**src/rtl/riscv_pkg.sv**
```systemverilog
// riscv_pkg: constants, the fetch FSM state type and the IF/ID record that the
// instruction-fetch slice shares.
// Contents: PC_W, INSTR_W, NOP_ENC, fetch_state_e, ifid_t, pc_align(), ifid_bubble().
package riscv_pkg;

    // Architectural PC width.
    localparam int unsigned PC_W    = 64;
    localparam int unsigned INSTR_W = 32;

    // addi x0, x0, 0. This is the canonical bubble placed in IF/ID.
    localparam logic [INSTR_W-1:0] NOP_ENC = 32'h0000_0013;

    // Sequential PC step for 32-bit instructions.
    localparam logic [PC_W-1:0] PC_STEP = 64'd4;

    // BOOT is a single cycle after reset in which PC holds and IF/ID is a bubble.
    typedef enum logic [0:0] {
        BOOT = 1'b0,
        RUN  = 1'b1
    } fetch_state_e;

    // Contents of the IF/ID pipeline register.
    typedef struct packed {
        logic [PC_W-1:0]    pc;
        logic [INSTR_W-1:0] instr;
        logic               valid;
    } ifid_t;

    // Force a redirect target onto a 4-byte boundary. Masking the low bits
    // consumes the whole target, so no bits are left dangling.
    function automatic logic [PC_W-1:0] pc_align(input logic [PC_W-1:0] addr);
        return addr & ~64'h3;
    endfunction

    // Build a flushed IF/ID record that carries the given NOP encoding.
    function automatic ifid_t ifid_bubble(input logic [INSTR_W-1:0] nop);
        ifid_t b;
        b.pc    = '0;
        b.instr = nop;
        b.valid = 1'b0;
        return b;
    endfunction

endpackage : riscv_pkg

```
**src/rtl/instruction_fetch_if.sv**
```systemverilog
// instruction_fetch_if: groups the fetch unit's control, memory and IF/ID signals.
// master: fetch unit side. slave: hazard unit, EX stage, instruction memory and decode side.
// Optional: fetch_count exists only when IFETCH_PERF_CNT_EN is defined.
interface instruction_fetch_if;
    import riscv_pkg::*;

    // Control from the hazard unit and the EX stage.
    logic                stall;
    logic                branch_taken;
    logic [PC_W-1:0]     branch_target;

    // Instruction memory.
    logic [PC_W-1:0]     Inst_Address;
    logic [INSTR_W-1:0]  Instruction;

    // IF/ID register toward decode.
    logic [PC_W-1:0]     IFID_PC;
    logic [INSTR_W-1:0]  IFID_Instruction;
    logic                IFID_valid;

`ifdef IFETCH_PERF_CNT_EN
    logic [63:0]         fetch_count;
`endif

    modport master (
        input  stall,
        input  branch_taken,
        input  branch_target,
        input  Instruction,
        output Inst_Address,
        output IFID_PC,
        output IFID_Instruction,
`ifdef IFETCH_PERF_CNT_EN
        output fetch_count,
`endif
        output IFID_valid
    );

    modport slave (
        output stall,
        output branch_taken,
        output branch_target,
        output Instruction,
        input  Inst_Address,
        input  IFID_PC,
        input  IFID_Instruction,
`ifdef IFETCH_PERF_CNT_EN
        input  fetch_count,
`endif
        input  IFID_valid
    );

endinterface : instruction_fetch_if

```
**src/rtl/instruction_fetch_if_id_reg.sv**
```systemverilog
// if_id_reg: the IF/ID pipeline register with load, flush and hold controls.
// Ports: clk, reset, load_i, flush_i, pc_i, instr_i in; ifid_o out (registered record).
// flush_i takes priority over load_i. With neither asserted the register holds.
module if_id_reg
    import riscv_pkg::*;
#(
    parameter logic [INSTR_W-1:0] NOP_INSTR = NOP_ENC
) (
    input  logic                clk,
    input  logic                reset,
    input  logic                load_i,
    input  logic                flush_i,
    input  logic [PC_W-1:0]     pc_i,
    input  logic [INSTR_W-1:0]  instr_i,
    output ifid_t               ifid_o
);
    // purpose: one-deep IF/ID pipeline register.
    // latency: one cycle from load/flush to ifid_o.
    // backpressure: deasserting both controls holds the contents (stall).

    ifid_t ifid_q;
    ifid_t ifid_d;

    always_comb begin
        ifid_d = ifid_q;
        if (flush_i) begin
            ifid_d = ifid_bubble(NOP_INSTR);
        end else if (load_i) begin
            ifid_d.pc    = pc_i;
            ifid_d.instr = instr_i;
            ifid_d.valid = 1'b1;
        end
    end

    always_ff @(posedge clk) begin
        if (reset) begin
            ifid_q <= ifid_bubble(NOP_INSTR);
        end else begin
            ifid_q <= ifid_d;
        end
    end

    assign ifid_o = ifid_q;

endmodule : if_id_reg

```
**src/rtl/instruction_fetch.sv**
```systemverilog
// instruction_fetch: IF stage. Holds the PC and the BOOT/RUN FSM, and drives IF/ID through if_id_reg.
// Ports: clk, reset (sync, active high); bus (instruction_fetch_if.master) carrying stall/branch,
// imem address/data and IF/ID outputs. Optional IFETCH_PERF_CNT_EN adds the fetch_count counter.
module instruction_fetch
    import riscv_pkg::*;
#(
    parameter logic [PC_W-1:0]    RESET_PC  = 64'h0,
    parameter logic [INSTR_W-1:0] NOP_INSTR = NOP_ENC
) (
    input  logic                 clk,
    input  logic                 reset,
    instruction_fetch_if.master  bus
);
    // purpose: PC sequencing with redirect, stall hold and IF/ID capture.
    // latency: Inst_Address comes straight from the PC register; IF/ID lags the PC by one edge.
    // backpressure: stall holds the PC and IF/ID; branch_taken overrides stall and flushes IF/ID.

    fetch_state_e    state_q;
    fetch_state_e    state_d;
    logic [PC_W-1:0] pc_q;
    logic [PC_W-1:0] pc_d;
    logic            ifid_load;
    logic            ifid_flush;
    ifid_t           ifid;

    // Next state, next PC and IF/ID controls. A redirect outranks a stall, so
    // a stalled instruction can never survive a taken branch.
    always_comb begin
        state_d    = state_q;
        pc_d       = pc_q;
        ifid_load  = 1'b0;
        ifid_flush = 1'b0;
        unique case (state_q)
            BOOT: begin
                // Memory gets one full cycle at RESET_PC. Stall and branch are ignored here.
                state_d    = RUN;
                ifid_flush = 1'b1;
            end
            RUN: begin
                if (bus.branch_taken) begin
                    pc_d       = pc_align(bus.branch_target);
                    ifid_flush = 1'b1;
                end else if (!bus.stall) begin
                    // The add wraps naturally at 2^64.
                    pc_d      = pc_q + PC_STEP;
                    ifid_load = 1'b1;
                end
            end
            default: begin
                state_d    = BOOT;
                ifid_flush = 1'b1;
            end
        endcase
    end

    // Reset wins over every other control and discards in-flight state on the same edge.
    always_ff @(posedge clk) begin
        if (reset) begin
            state_q <= BOOT;
            pc_q    <= RESET_PC;
        end else begin
            state_q <= state_d;
            pc_q    <= pc_d;
        end
    end

    if_id_reg #(
        .NOP_INSTR (NOP_INSTR)
    ) u_if_id_reg (
        .clk      (clk),
        .reset    (reset),
        .load_i   (ifid_load),
        .flush_i  (ifid_flush),
        .pc_i     (pc_q),
        .instr_i  (bus.Instruction),
        .ifid_o   (ifid)
    );

    assign bus.Inst_Address     = pc_q;
    assign bus.IFID_PC          = ifid.pc;
    assign bus.IFID_Instruction = ifid.instr;
    assign bus.IFID_valid       = ifid.valid;

`ifdef IFETCH_PERF_CNT_EN
    // Counts the edges on which IF/ID captures a real instruction. Flushes and stalls are not counted.
    logic [63:0] fetch_cnt_q;
    logic [63:0] fetch_cnt_d;

    always_comb begin
        fetch_cnt_d = fetch_cnt_q;
        if (ifid_load && !ifid_flush) begin
            fetch_cnt_d = fetch_cnt_q + 64'd1;
        end
    end

    always_ff @(posedge clk) begin
        if (reset) begin
            fetch_cnt_q <= '0;
        end else begin
            fetch_cnt_q <= fetch_cnt_d;
        end
    end

    assign bus.fetch_count = fetch_cnt_q;
`endif

endmodule : instruction_fetch

```
**src/flat_wrapper.sv**
```systemverilog
// flat-port wrapper written by rule: the top's interface ports become plain ports
module instruction_fetch_flat import riscv_pkg::*;
#(
    parameter logic [PC_W-1:0]    RESET_PC  = 64'h0,
    parameter logic [INSTR_W-1:0] NOP_INSTR = NOP_ENC
)
  (clk, reset, bus_stall, bus_branch_taken, bus_branch_target, bus_Instruction, bus_Inst_Address, bus_IFID_PC, bus_IFID_Instruction, bus_IFID_valid);
  instruction_fetch_if bus_i ();
  input  logic clk;
  input  logic reset;
  input wire logic [$bits(bus_i.stall)-1:0] bus_stall;
  input wire logic [$bits(bus_i.branch_taken)-1:0] bus_branch_taken;
  input wire logic [$bits(bus_i.branch_target)-1:0] bus_branch_target;
  input wire logic [$bits(bus_i.Instruction)-1:0] bus_Instruction;
  output wire logic [$bits(bus_i.Inst_Address)-1:0] bus_Inst_Address;
  output wire logic [$bits(bus_i.IFID_PC)-1:0] bus_IFID_PC;
  output wire logic [$bits(bus_i.IFID_Instruction)-1:0] bus_IFID_Instruction;
  output wire logic [$bits(bus_i.IFID_valid)-1:0] bus_IFID_valid;
  assign bus_i.stall = bus_stall;
  assign bus_i.branch_taken = bus_branch_taken;
  assign bus_i.branch_target = bus_branch_target;
  assign bus_i.Instruction = bus_Instruction;
  assign bus_Inst_Address = bus_i.Inst_Address;
  assign bus_IFID_PC = bus_i.IFID_PC;
  assign bus_IFID_Instruction = bus_i.IFID_Instruction;
  assign bus_IFID_valid = bus_i.IFID_valid;
  instruction_fetch #(.RESET_PC(RESET_PC), .NOP_INSTR(NOP_INSTR)) u_core (.clk(clk), .reset(reset), .bus(bus_i));
endmodule
```
**config.mk**
```make
export PLATFORM = sky130hd
export DESIGN_NAME = instruction_fetch_flat
export DESIGN_NICKNAME = d
export VERILOG_FILES = /design/src/rtl/riscv_pkg.sv /design/src/rtl/instruction_fetch_if.sv /design/src/rtl/instruction_fetch_if_id_reg.sv /design/src/rtl/instruction_fetch.sv /design/src/flat_wrapper.sv
export SDC_FILE = /design/constraint.sdc
export NUM_CORES = 1
export LEC_CHECK = 0
export CAP_MARGIN = 20
export CORE_ASPECT_RATIO = 0.75
export CORE_MARGIN = 2
export CORE_UTILIZATION = 46
export DETAILED_ROUTE_END_ITERATION = 7
export PLACE_DENSITY = 0.81
export SLEW_MARGIN = 25
export SYNTH_ARGS = -nofsm -noshare
export SYNTH_HDL_FRONTEND = slang
export SYNTH_SLANG_ARGS = --single-unit
```
**constraint.sdc**
```tcl
create_clock -name clk -period 3.11 [get_ports clk]
set_clock_uncertainty 0.05 [all_clocks]
set_input_delay 0.622 -clock clk [delete_from_list [all_inputs] [get_ports clk]]
set_output_delay 0.622 -clock clk [all_outputs]
set_load 0.05 [all_outputs]
```
==> summary.md <==
| Metric | Value |
|---|---|
| Place WS | 0.334 ns |
| Synth async-reset ratio | 0 |
| DR top layer | met4 |
| Vias in the first global route | 8109 |
| Post_cts resized | 0 |
| Yosys top cell by area | dfxtp_1 |
| Clock-pin slew on the worst setup and hold paths | 0.07 ns |
| Placed Area | 0.0105 sq mm |
| CP Data Arrival Time | 3.06 ns |
| GPL Wtd Cong | 0.942 |
| Tightest Hold Check Type | flip-flop to flip-flop |
| Final Max Slew Viols | 0 |
| Rows | 40 |
| Synth top area share | 0.413 |
| CTS root buffer | clkbuf_16 |
| Peak supply drop | 346 uV |
| Req. time, crit path | 3.42 ns |
| # IOs | 261 |
| Number of flops mapped to enable cells by yosys | 0 |
| Gr usage total | 0.312 |
| Sink Count | 158 |
| Critical Path Fanout Max | 8 |
| Vias | 8872 |
| Max_cap viols | 0 |
| Iter 0 DRT Violations | 1063 |
| Share of cells above drive strength 1 | 0.0854 |
| Post-DP HPWL | 19900 microns |
| Hold Vio Cnt, Final | 0 |
| Initial antenna violation count | 0 |
| Leak pwr | 0.00407 uW |
| Max Fclk | 0.364 GHz |
| Nets | 1353 |
| Largest net degree at the start of global routing | 64 |
| Outcome | completed |
| Fin crit period | 2.75 ns |
| Worst Max-Slew Pin Slew | 0.893 ns |
| Initial core utilization | 0.474 |
| Drt drc | 0 |
| Hold_ws | 0.419 ns |
| Register bit total from synthesis | 158 |
| Post-DR vias/cell | 6.01 |
| Critical path class | flip-flop to flip-flop |
| Core Box Area | 0.0162 sq mm |
| Met3 wire length | 3300 microns |
| Chip width | 153 microns |
| Antenna-violating nets left | 0 |
| RSZ-0062 raised after global routing | false |
| Post-CTS Setup Bufs | 0 |
| Syn Inst Count | 1014 |
| Post-route setup TNS | 0 ns |
| Final period util | 0.883 |
| N_diodes | 0 |
| DR WL/cell | 19.2 microns |
| Crit. End Element | flip-flop |
| First-pass DRT Iterations | 8 |
| Routed met2 length | 12100 microns |
| Tot Pwr | 5300 uW |
| Synth cell types | 64 |
| Drt total wl | 28400 microns |
| CTS Buffer Depth | 2 |
| Die height | 116 microns |
| I/O Buffers | 254 |
| Hold buffer count at CTS | 0 |
| Syn Std Cell Area | 0.00765 sq mm |
| Post-synth top flop | dfxtp_1 |
| Final worst slack | 0.364 ns |
| Crit path launch type | flip-flop |
| DIE AREA | 0.0177 sq mm |
| Largest cells by area after synthesis | dfxtp_1 41%, nor2_1 9.9%, nor3_1 6.5% |
| Cell area power density | 477 mW/mm^2 |
| P&R area growth vs syn | 45.2% |
| Grt ovf | 0 |
| Worst-Skew Late Latency | 0.43 ns |
| H-tree lvl count | 4 |
| DRT met1 WL | 12300 microns |
| Sequential area share after synthesis | 0.413 |
| Relative slew slack | 0.402 |
| YS warnings | 0 |
| Mean post-synth cell area | 7.55 sq um |
| CTS tree | done |
| Finished Cell Area | 0.0111 sq mm |
| First-pass GRT wire length | 43900 microns |
| Setup Viol. Count Final | 0 |
| CTS Buf Count | 17 |
-- power by group --
| group | leakage [uW] | internal [uW] | switching [uW] | total (uW) |
|---|---|---|---|---|
| logic | 0.00249 | 388 | 639 | 1030 |
| registers | 0.00129 | 2110 | 99.0 | 2200 |
| clock network | 0.000284 | 1090 | 976 | 2070 |
-- metal layers --
metal,track usage,up-vias
li1,-,4149
met1,0.428,4129
met2,0.462,530
met3,0.107,64
met4,0.103,0
met5,0,-
-- placed cells by master, fill, tap and decap left out, types with 5 or more instances in the layout --
master	count
nand2_1	81
a221oi_1	18
clkdlybuf4s50_1	252
inv_6	8
nor2_1	201
or3_1	8
a31oi_1	23
nand4_1	30
and4_1	5
nor3_1	99
dfxtp_1	158
inv_1	31
or4_1	13
buf_4	44
o211ai_1	13
a211oi_1	7
a22oi_1	12
and3_1	9
mux2i_1	13
o41ai_1	6
o21ai_0	32
a21oi_1	36
clkbuf_16	17
nand3_1	35
nor4_1	16
-- per-stage QoR --
step,instances,util
5_1_grt,1475,0.687
6_report,1475,0.687
3_3_place_gp,1443,0.652
4_1_cts,1475,0.687
2_1_floorplan,1017,-
3_5_place_dp,1443,0.652
-- worst max-delay path: stages (launching register included) --
cell and delay (ns):
dfxtp_1 0.45, nand3_1 0.31, nor4_1 0.57, nand3_1 0.49
or4_1 0.64, a21oi_1 0.15
-- synthesized netlist by cell type, drive strengths merged (2+ instances only) --
cell	instances
a22o	3
a31o	2
nand2b	2
nand4	33
a21oi	36
o21a	3
o311ai	4
and4	5
mux2	4
or2	4
a22oi	12
or4	14
a32o	4
o211ai	13
o22ai	4
and3	9
a311oi	4
nor2b	4
a31oi	23
a221o	3
nor4	19
and2	4
nand3	35
dfxtp	158
inv	32
mux2i	13
nand2	82
o21ai	33
o32ai	2
nor3	100
o31ai	3
a211oi	7
a221oi	18
nand3b	2
a32oi	3
clkbuf	58
buf	27
o41ai	6
nor2	201
o31a	2
or3	11
-- cell families (layout without fill, tap and decap cells) --
group | after synthesis | count (layout) | synth area share
and+or+nand+nor | 527 | 527 | 0.328
other | 1 | 4 | 0.000490
AOI/OAI and AO/OA | 193 | 193 | 0.173
adders and majority gates | 1 | 1 | 0.00163
buffers and inverters | 117 | 365 | 0.0605
DFF | 158 | 158 | 0.413
muxes | 17 | 17 | 0.0229
-- registers in the layout, indices dropped and copies added (netlist names) --
| name | count |
|---|---|
| u_core.u_if_id_reg.ifid_o | 95 |
| u_core.bus.Inst_Address | 62 |
| u_core.state_q | 1 |
-- final timing paths --
kind,to,slack [ns],startpoint,cells after the start
min reg2reg,u_core.u_if_id_reg.ifid_o[41],0.42,u_core.u_if_id_reg.ifid_o[41],2
max reg2reg,u_core.bus.Inst_Address[60],0.36,u_core.bus.Inst_Address[7],5
max,u_core.bus.Inst_Address[60],0.36,u_core.bus.Inst_Address[7],5
min,u_core.u_if_id_reg.ifid_o[41],0.42,u_core.u_if_id_reg.ifid_o[41],2
-- layout make-up --
cell class,count,area (sq um)
Fill cell,1342,5050
Multi-Input combinational cell,742,4070
Sequential cell,158,3160
Timing Repair Buffer,301,2920
Clock buffer,18,439
Tap cell,210,263
Clock inverter,14,139
Inverter,32,121
No activity file was read; power rests on OpenSTA's default activity.
